**config.mk**
```make
export PLATFORM = sky130hd
export DESIGN_NAME = ofdm_pingpong_buffer
export DESIGN_NICKNAME = d
export VERILOG_FILES = /design/src/rtl/ofdm_buf_pkg.sv /design/src/rtl/ppbuf_ram.sv /design/src/rtl/ofdm_pingpong_buffer.sv
export SDC_FILE = /design/constraint.sdc
export NUM_CORES = 2
export LEC_CHECK = 0
export CAP_MARGIN = 25
export CELL_PAD_IN_SITES_DETAIL_PLACEMENT = 0
export CELL_PAD_IN_SITES_GLOBAL_PLACEMENT = 2
export CORE_ASPECT_RATIO = 1.1
export CORE_MARGIN = 2
export CORE_UTILIZATION = 40
export CTS_CLUSTER_DIAMETER = 120
export DETAILED_ROUTE_END_ITERATION = 10
export HOLD_SLACK_MARGIN = 0.08
export PLACE_DENSITY = 0.75
export SLEW_MARGIN = 20
export SYNTH_ARGS = -nofsm -noshare
export SYNTH_HDL_FRONTEND = slang
export SYNTH_SLANG_ARGS = --single-unit
```
**constraint.sdc**
```tcl
create_clock -name clk -period 3.12 [get_ports clk]
set_input_delay 0.624 -clock clk [delete_from_list [all_inputs] [get_ports clk]]
set_output_delay 0.624 -clock clk [all_outputs]
set_load 0.02 [all_outputs]
```
**src/rtl/ofdm_buf_pkg.sv**
```systemverilog
// ofdm_buf_pkg: shared bank-state type and default frame size for the OFDM ping-pong buffer.
// Revision: 1.0
`default_nettype none

package ofdm_buf_pkg;

  localparam int OFDM_CODED_BITS = 576;

  typedef enum logic {
    BANK_EMPTY = 1'b0,
    BANK_FULL  = 1'b1
  } bank_state_e;

endpackage

`default_nettype wire

```
**src/rtl/ppbuf_ram.sv**
```systemverilog
// ppbuf_ram: 2*DEPTH x WIDTH simple dual-port RAM, one write port, one registered read port.
// Revision: 1.0
`default_nettype none

module ppbuf_ram
  import ofdm_buf_pkg::*;
#(
  parameter int WIDTH = 1,
  parameter int DEPTH = OFDM_CODED_BITS,
  parameter int AW    = $clog2(DEPTH)
) (
  input  logic             clk,
  input  logic             rst_n,
  input  logic             we,
  input  logic             wr_bank,
  input  logic [AW-1:0]    wr_addr,
  input  logic [WIDTH-1:0] wr_data,
  input  logic             re,
  input  logic             rd_bank,
  input  logic [AW-1:0]    rd_addr,
  output logic [WIDTH-1:0] rd_data
);

  localparam int WORDS = 2 * DEPTH;
  localparam int IW    = $clog2(WORDS);

  logic [WIDTH-1:0] mem [WORDS];

  // Banks are packed back to back so a non-power-of-two DEPTH wastes no words.
  function automatic logic [IW-1:0] word_index(input logic bank, input logic [AW-1:0] addr);
    return bank ? (IW'(DEPTH) + IW'(addr)) : IW'(addr);
  endfunction

  always_ff @(posedge clk) begin
    if (we) begin
      mem[word_index(wr_bank, wr_addr)] <= wr_data;
    end
  end

  always_ff @(posedge clk or negedge rst_n) begin
    if (!rst_n) begin
      rd_data <= '0;
    end else if (re) begin
      rd_data <= mem[word_index(rd_bank, rd_addr)];
    end
  end

endmodule

`default_nettype wire

```
**src/rtl/ofdm_pingpong_buffer.sv**
```systemverilog
// ofdm_pingpong_buffer: two-bank frame buffer with commit/release bank handover.
// Optional sticky error flags when PPBUF_ERR_EN is defined. Revision: 1.0
`default_nettype none

module ofdm_pingpong_buffer
  import ofdm_buf_pkg::*;
#(
  parameter  int WIDTH = 1,
  parameter  int DEPTH = OFDM_CODED_BITS,
  localparam int AW    = $clog2(DEPTH)
) (
  input  logic             clk,
  input  logic             rst_n,
  input  logic             wr_en,
  input  logic [AW-1:0]    wr_addr,
  input  logic [WIDTH-1:0] wr_data,
  input  logic             wr_commit,
  output logic             wr_ready,
  input  logic             rd_en,
  input  logic [AW-1:0]    rd_addr,
  input  logic             rd_release,
  output logic             rd_avail,
  output logic             rd_valid,
  output logic [WIDTH-1:0] rd_data,
  output logic [1:0]       fill_level,
  output logic [1:0]       err_flags
);

  bank_state_e bank_q [2];
  bank_state_e bank_d [2];
  logic        wr_bank_q, wr_bank_d;
  logic        rd_bank_q, rd_bank_d;
  logic [1:0]  fill_q, fill_d;

  logic wr_in_range, rd_in_range;
  logic write_ok, read_ok, commit_ok, release_ok;

  assign wr_ready = (bank_q[wr_bank_q] == BANK_EMPTY);
  assign rd_avail = (bank_q[rd_bank_q] == BANK_FULL);

  assign wr_in_range = ({1'b0, wr_addr} < (AW + 1)'(DEPTH));
  assign rd_in_range = ({1'b0, rd_addr} < (AW + 1)'(DEPTH));

  assign write_ok   = wr_en & wr_ready & wr_in_range;
  assign read_ok    = rd_en & rd_avail & rd_in_range;
  assign commit_ok  = wr_commit & wr_ready;
  assign release_ok = rd_release & rd_avail;

  // A committing bank is EMPTY and a releasing bank is FULL, so both can never hit the same bank.
  always_comb begin
    bank_d[0] = bank_q[0];
    bank_d[1] = bank_q[1];
    wr_bank_d = wr_bank_q;
    rd_bank_d = rd_bank_q;
    fill_d    = fill_q;
    if (commit_ok) begin
      bank_d[wr_bank_q] = BANK_FULL;
      wr_bank_d         = ~wr_bank_q;
    end
    if (release_ok) begin
      bank_d[rd_bank_q] = BANK_EMPTY;
      rd_bank_d         = ~rd_bank_q;
    end
    case ({commit_ok, release_ok})
      2'b10:   fill_d = fill_q + 2'd1;
      2'b01:   fill_d = fill_q - 2'd1;
      default: fill_d = fill_q;
    endcase
  end

  always_ff @(posedge clk or negedge rst_n) begin
    if (!rst_n) begin
      bank_q[0] <= BANK_EMPTY;
      bank_q[1] <= BANK_EMPTY;
      wr_bank_q <= 1'b0;
      rd_bank_q <= 1'b0;
      fill_q    <= 2'd0;
      rd_valid  <= 1'b0;
    end else begin
      bank_q[0] <= bank_d[0];
      bank_q[1] <= bank_d[1];
      wr_bank_q <= wr_bank_d;
      rd_bank_q <= rd_bank_d;
      fill_q    <= fill_d;
      rd_valid  <= read_ok;
    end
  end

  assign fill_level = fill_q;

  ppbuf_ram #(
    .WIDTH (WIDTH),
    .DEPTH (DEPTH),
    .AW    (AW)
  ) u_ram (
    .clk     (clk),
    .rst_n   (rst_n),
    .we      (write_ok),
    .wr_bank (wr_bank_q),
    .wr_addr (wr_addr),
    .wr_data (wr_data),
    .re      (read_ok),
    .rd_bank (rd_bank_q),
    .rd_addr (rd_addr),
    .rd_data (rd_data)
  );

`ifdef PPBUF_ERR_EN
  logic [1:0] err_q;

  always_ff @(posedge clk or negedge rst_n) begin
    if (!rst_n) begin
      err_q <= 2'b00;
    end else begin
      err_q <= err_q | {(rd_en | rd_release) & ~rd_avail, (wr_en | wr_commit) & ~wr_ready};
    end
  end

  assign err_flags = err_q;
`else
  assign err_flags = 2'b00;
`endif

endmodule

`default_nettype wire

```
==> impl_metrics.env <==
export IMPL_status="finished, final reports clean"
export IMPL_worstPathMaxFanout=7
export IMPL_finalSetupViolCount=0
export IMPL_antenna_found_initial=4
export IMPL_cts_buffers_inserted=130
export IMPL_avgSynthCellArea_um2=14.5
export IMPL_syn2layout_area_growth_pct=18.6
export IMPL_fin_skew_ps=30.2
export IMPL_cp_num_buf_inv=4
export IMPL_fmax_mhz=336
export IMPL_yosys_top_cells_area="edfxtp_1 (68%), mux4_2 (12%), nor2_1 (8.8%)"
export IMPL_p_int_w=0.0271
export IMPL_track_usage_pct=23.7
export IMPL_startpoint_type="input port"
export IMPL_gr_total_overflow=0
export IMPL_rsz0062_at_grt="no"
export IMPL_synth_edf_count=1152
export IMPL_slowest_stage="nor4_2"
export IMPL_synthFlopType="edfxtp_1"
export IMPL_path_class="input port to register"
export IMPL_rr_worst_depth=8
export IMPL_multi_input_area_mm2=0.0143
export IMPL_syn_inst=3489
export IMPL_cp_num_cells=12
export IMPL_nFillCells=10900
export IMPL_place_area_mm2=0.0558
export IMPL_relSlewSlack_pct=56.1
export IMPL_peakVddDrop_mv=0.417
export IMPL_grt_pass1_wl_um=219000
export IMPL_r2r_slack_ps=230
export IMPL_rows=136
export IMPL_clk_pin_slew_ps=60
export IMPL_synth_area_mm2=0.0505
export IMPL_wl_per_cell_um=28.0
export IMPL_cts_sinks=1160
export IMPL_place_inst=5205
export IMPL_seq_area_frac_synth_pct=68.9
export IMPL_p_sw_w=0.00837
export IMPL_power_density_mw_per_mm2=592
export IMPL_fin_cells=5437
export IMPL_drc=0
export IMPL_synth_seq_cells=1160
export IMPL_cp_end_kind="register"
export IMPL_yosys_warnings=0
export IMPL_synth_top_area_share_pct=68.5
export IMPL_place_gp_congestion=0.816
export IMPL_htreeDepth=4
export IMPL_io_pins=35
export IMPL_detail_route_antenna_nets=0
export IMPL_post_route_period_util_pct=95.3
export IMPL_slew_viol_final=0
export IMPL_worstReg2RegEnd="u_ram.rd_data"
export IMPL_fp_coreArea_mm2=0.125
export IMPL_startpoint="rd_addr[6]"
export IMPL_r2r_start="u_ram.mem[735]"
export IMPL_setup_tns_ps=0
export IMPL_dp_hpwl_um=92900
export IMPL_grt_max_degree=154
export IMPL_max_stage_delay_ps=610
export IMPL_swShare_pct=23.6
export IMPL_final_nets=3713
export IMPL_io_buffers=32
export IMPL_insertion_delay_ps=740
export IMPL_cp_arrival_ps=3560
export IMPL_crit_chain="clkdlybuf4s50_1, inv_1, ha_1, mux2i_2, buf_12, buf_4, nor2_2, o311ai_0, nor4_2, nor4_2, o311ai_0, a31oi_1"
export IMPL_p_total_w=0.0354
export IMPL_pre_cts_ws_ps=-1310
export IMPL_hold_path_class="input port to async pin"
export IMPL_start_util_pct=40.4
export IMPL_dr_pass1_iters=6
export IMPL_worstMarginPinSlew_ps=659
export IMPL_vias=31200
export IMPL_postCtsSetupBuffers=0
export IMPL_pwr_share_clk_pct=41.3
export IMPL_min_period_ps=2970
export IMPL_cts_tree="built"
export IMPL_max_cap_violations=0
export IMPL_synth_cell_type_count=61
export IMPL_seqPwrFrac_pct=48.8
export IMPL_clk_root_buffer_cell="clkbuf_16"
export IMPL_first_global_vias=31100
export IMPL_p_leak_nw=18.5
export IMPL_hold_viol_final=0
export IMPL_die_h_um=377
export IMPL_crit_family="simple AND/OR/NAND/NOR gates"
export IMPL_synthArstFlopShare_pct=0.690
export IMPL_synth_top_cell_by_area="edfxtp_1"
export IMPL_pwr_share_comb_pct=9.9
export IMPL_drtIter0Drc=3774
export IMPL_design_area_mm2=0.0599
export IMPL_die_area_mm2=0.129
export IMPL_drt_total_wl_um=152000
export IMPL_worstPathRequired_ps=3710
export IMPL_finalWorstSetupSlack_ps=145
export IMPL_die_width_um=343
export IMPL_clock_path_buffers=3
export IMPL_seqCellArea_mm2=0.0348
export IMPL_drive_above_1_share_pct=22.6
export IMPL_viasPerCell=5.73
## kinds of logic after synthesis
family / after synthesis / synth area share [%]
and+or+nand+nor: 1411 / 11.0
DFF: 1160 / 68.9
xor gates and xnor gates: 6 / 0.104
other: 1 / 0.00742
buffers and inverters: 341 / 3.06
adders and majority gates: 5 / 0.124
AOI/OAI and AO/OA: 187 / 2.56
muxes: 378 / 14.3
## how the worst max path moves through the flow
| stage | end | slack (ps) |
|---|---|---|
| 2_1_floorplan | u_ram.rd_data | 120 |
| 4_1_cts | rd_avail | 7 |
| 3_3_place_gp | u_ram.rd_data | -1390 |
| 6_report | u_ram.rd_data | 150 |
| 5_1_grt | u_ram.rd_data | 30 |
| 3_5_place_dp | u_ram.rd_data | -1310 |
## synthesized netlist by cell type, types with 5 or more instances
cell type	count
buf_1	74
a211oi_1	10
nor2_1	1182
o21ai_0	17
inv_1	16
a21oi_1	39
buf_4	16
nor3b_1	5
a221oi_1	6
nor4_1	14
buf_6	16
nor2b_1	18
mux2i_1	96
nor3_1	26
o22ai_1	21
a22oi_1	17
a31oi_1	13
ha_1	5
buf_2	30
dfrtp_1	8
mux4_2	272
o221ai_1	32
o211ai_1	5
nand2_1	114
edfxtp_1	1152
clkbuf_1	181
mux2_2	10
and2_1	8
nand3_1	20
## stage by stage
| step | utilization [%] | hold WS, ps |
|---|---|---|
| after floorplan | - | 328 |
| after global placement | 44.6 | 458 |
| after detailed placement | 44.6 | 461 |
| after CTS | 47.8 | 248 |
| after global routing | 47.9 | 271 |
| final | 47.9 | 269 |
## cells in the final DEF (no fill, tap or decap), types with 5 or more instances in the layout
master           netlist  layout
a22oi_1               17      17
clkdlybuf4s50_1        0      25
nand2_1              114      82
edfxtp_1            1152    1152
o22ai_1               21      21
bufinv_16              0       6
o21ai_0               17      17
mux2_2                10      10
nand3_1               20      20
nor2_1              1182    1180
buf_4                 16     219
a221oi_1               6       6
dfrtp_1                8       7
a21oi_1               39      39
buf_12                 0     132
nor4_1                14      10
nand2_2                0      32
clkinv_2               0      16
o221ai_1              32      32
a31oi_1               13      13
clkinv_1               1      31
ha_1                   5       5
clkbuf_16              0     137
mux4_2               272     272
inv_1                 16      14
nor3b_1                5       5
o211ai_1               5       5
and2_1                 8       8
a211oi_1              10      10
clkbuf_1             181      33
nor3_1                26      24
nor2b_1               18      18
mux2i_1               96      95
## flip-flops by register name, indices dropped and copies added, names as in the netlist
| signal | count |
|---|---|
| u_ram.rd_data | 1 |
| rd_bank_q | 1 |
| rd_valid | 1 |
| wr_bank_q | 1 |
| fill_level | 2 |
| u_ram.mem | 1152 |
| bank_q | 2 |
## area by class of cell
type	instances	area share, %
Sequential cell	1160	58.1
Multi-Input combinational cell	1989	23.9
Timing Repair Buffer	381	7.67
Clock buffer	172	5.98
Tap cell	1656	3.46
Clock inverter	57	0.719
Inverter	19	0.119
Antenna cell	3	0.0125
## timing repair
item / 4_1_cts / 5_1_grt
pin swaps: 0 / 2
endpoints found under the setup margin: 1 / 2
hold buffers: 0 / 0
resized for setup: 7 / 6
## power by group through the flow
stage / combinational, W / clock [W] / sequential (W)
floorplan: 0.00156 / 0 / 0.0176
global placement: 0.00346 / 0 / 0.0176
detailed placement: 0.00346 / 0 / 0.0176
CTS: 0.00350 / 0.0149 / 0.0173
global route: 0.00369 / 0.0154 / 0.0173
finish: 0.00351 / 0.0146 / 0.0173
## per-layer routing
metal | track usage (%) | up-vias | routed length, um | share of wire, %
li1 | - | 13300 | - | -
met4 | 6.74 | 2 | 3510 | 2.3
met5 | 0 | - | 13 | 0.0085
met3 | 3.31 | 202 | 10400 | 6.8
met2 | 38.5 | 1177 | 74000 | 49
met1 | 33.4 | 16500 | 64300 | 42
No activity file was read; power rests on OpenSTA's default activity.
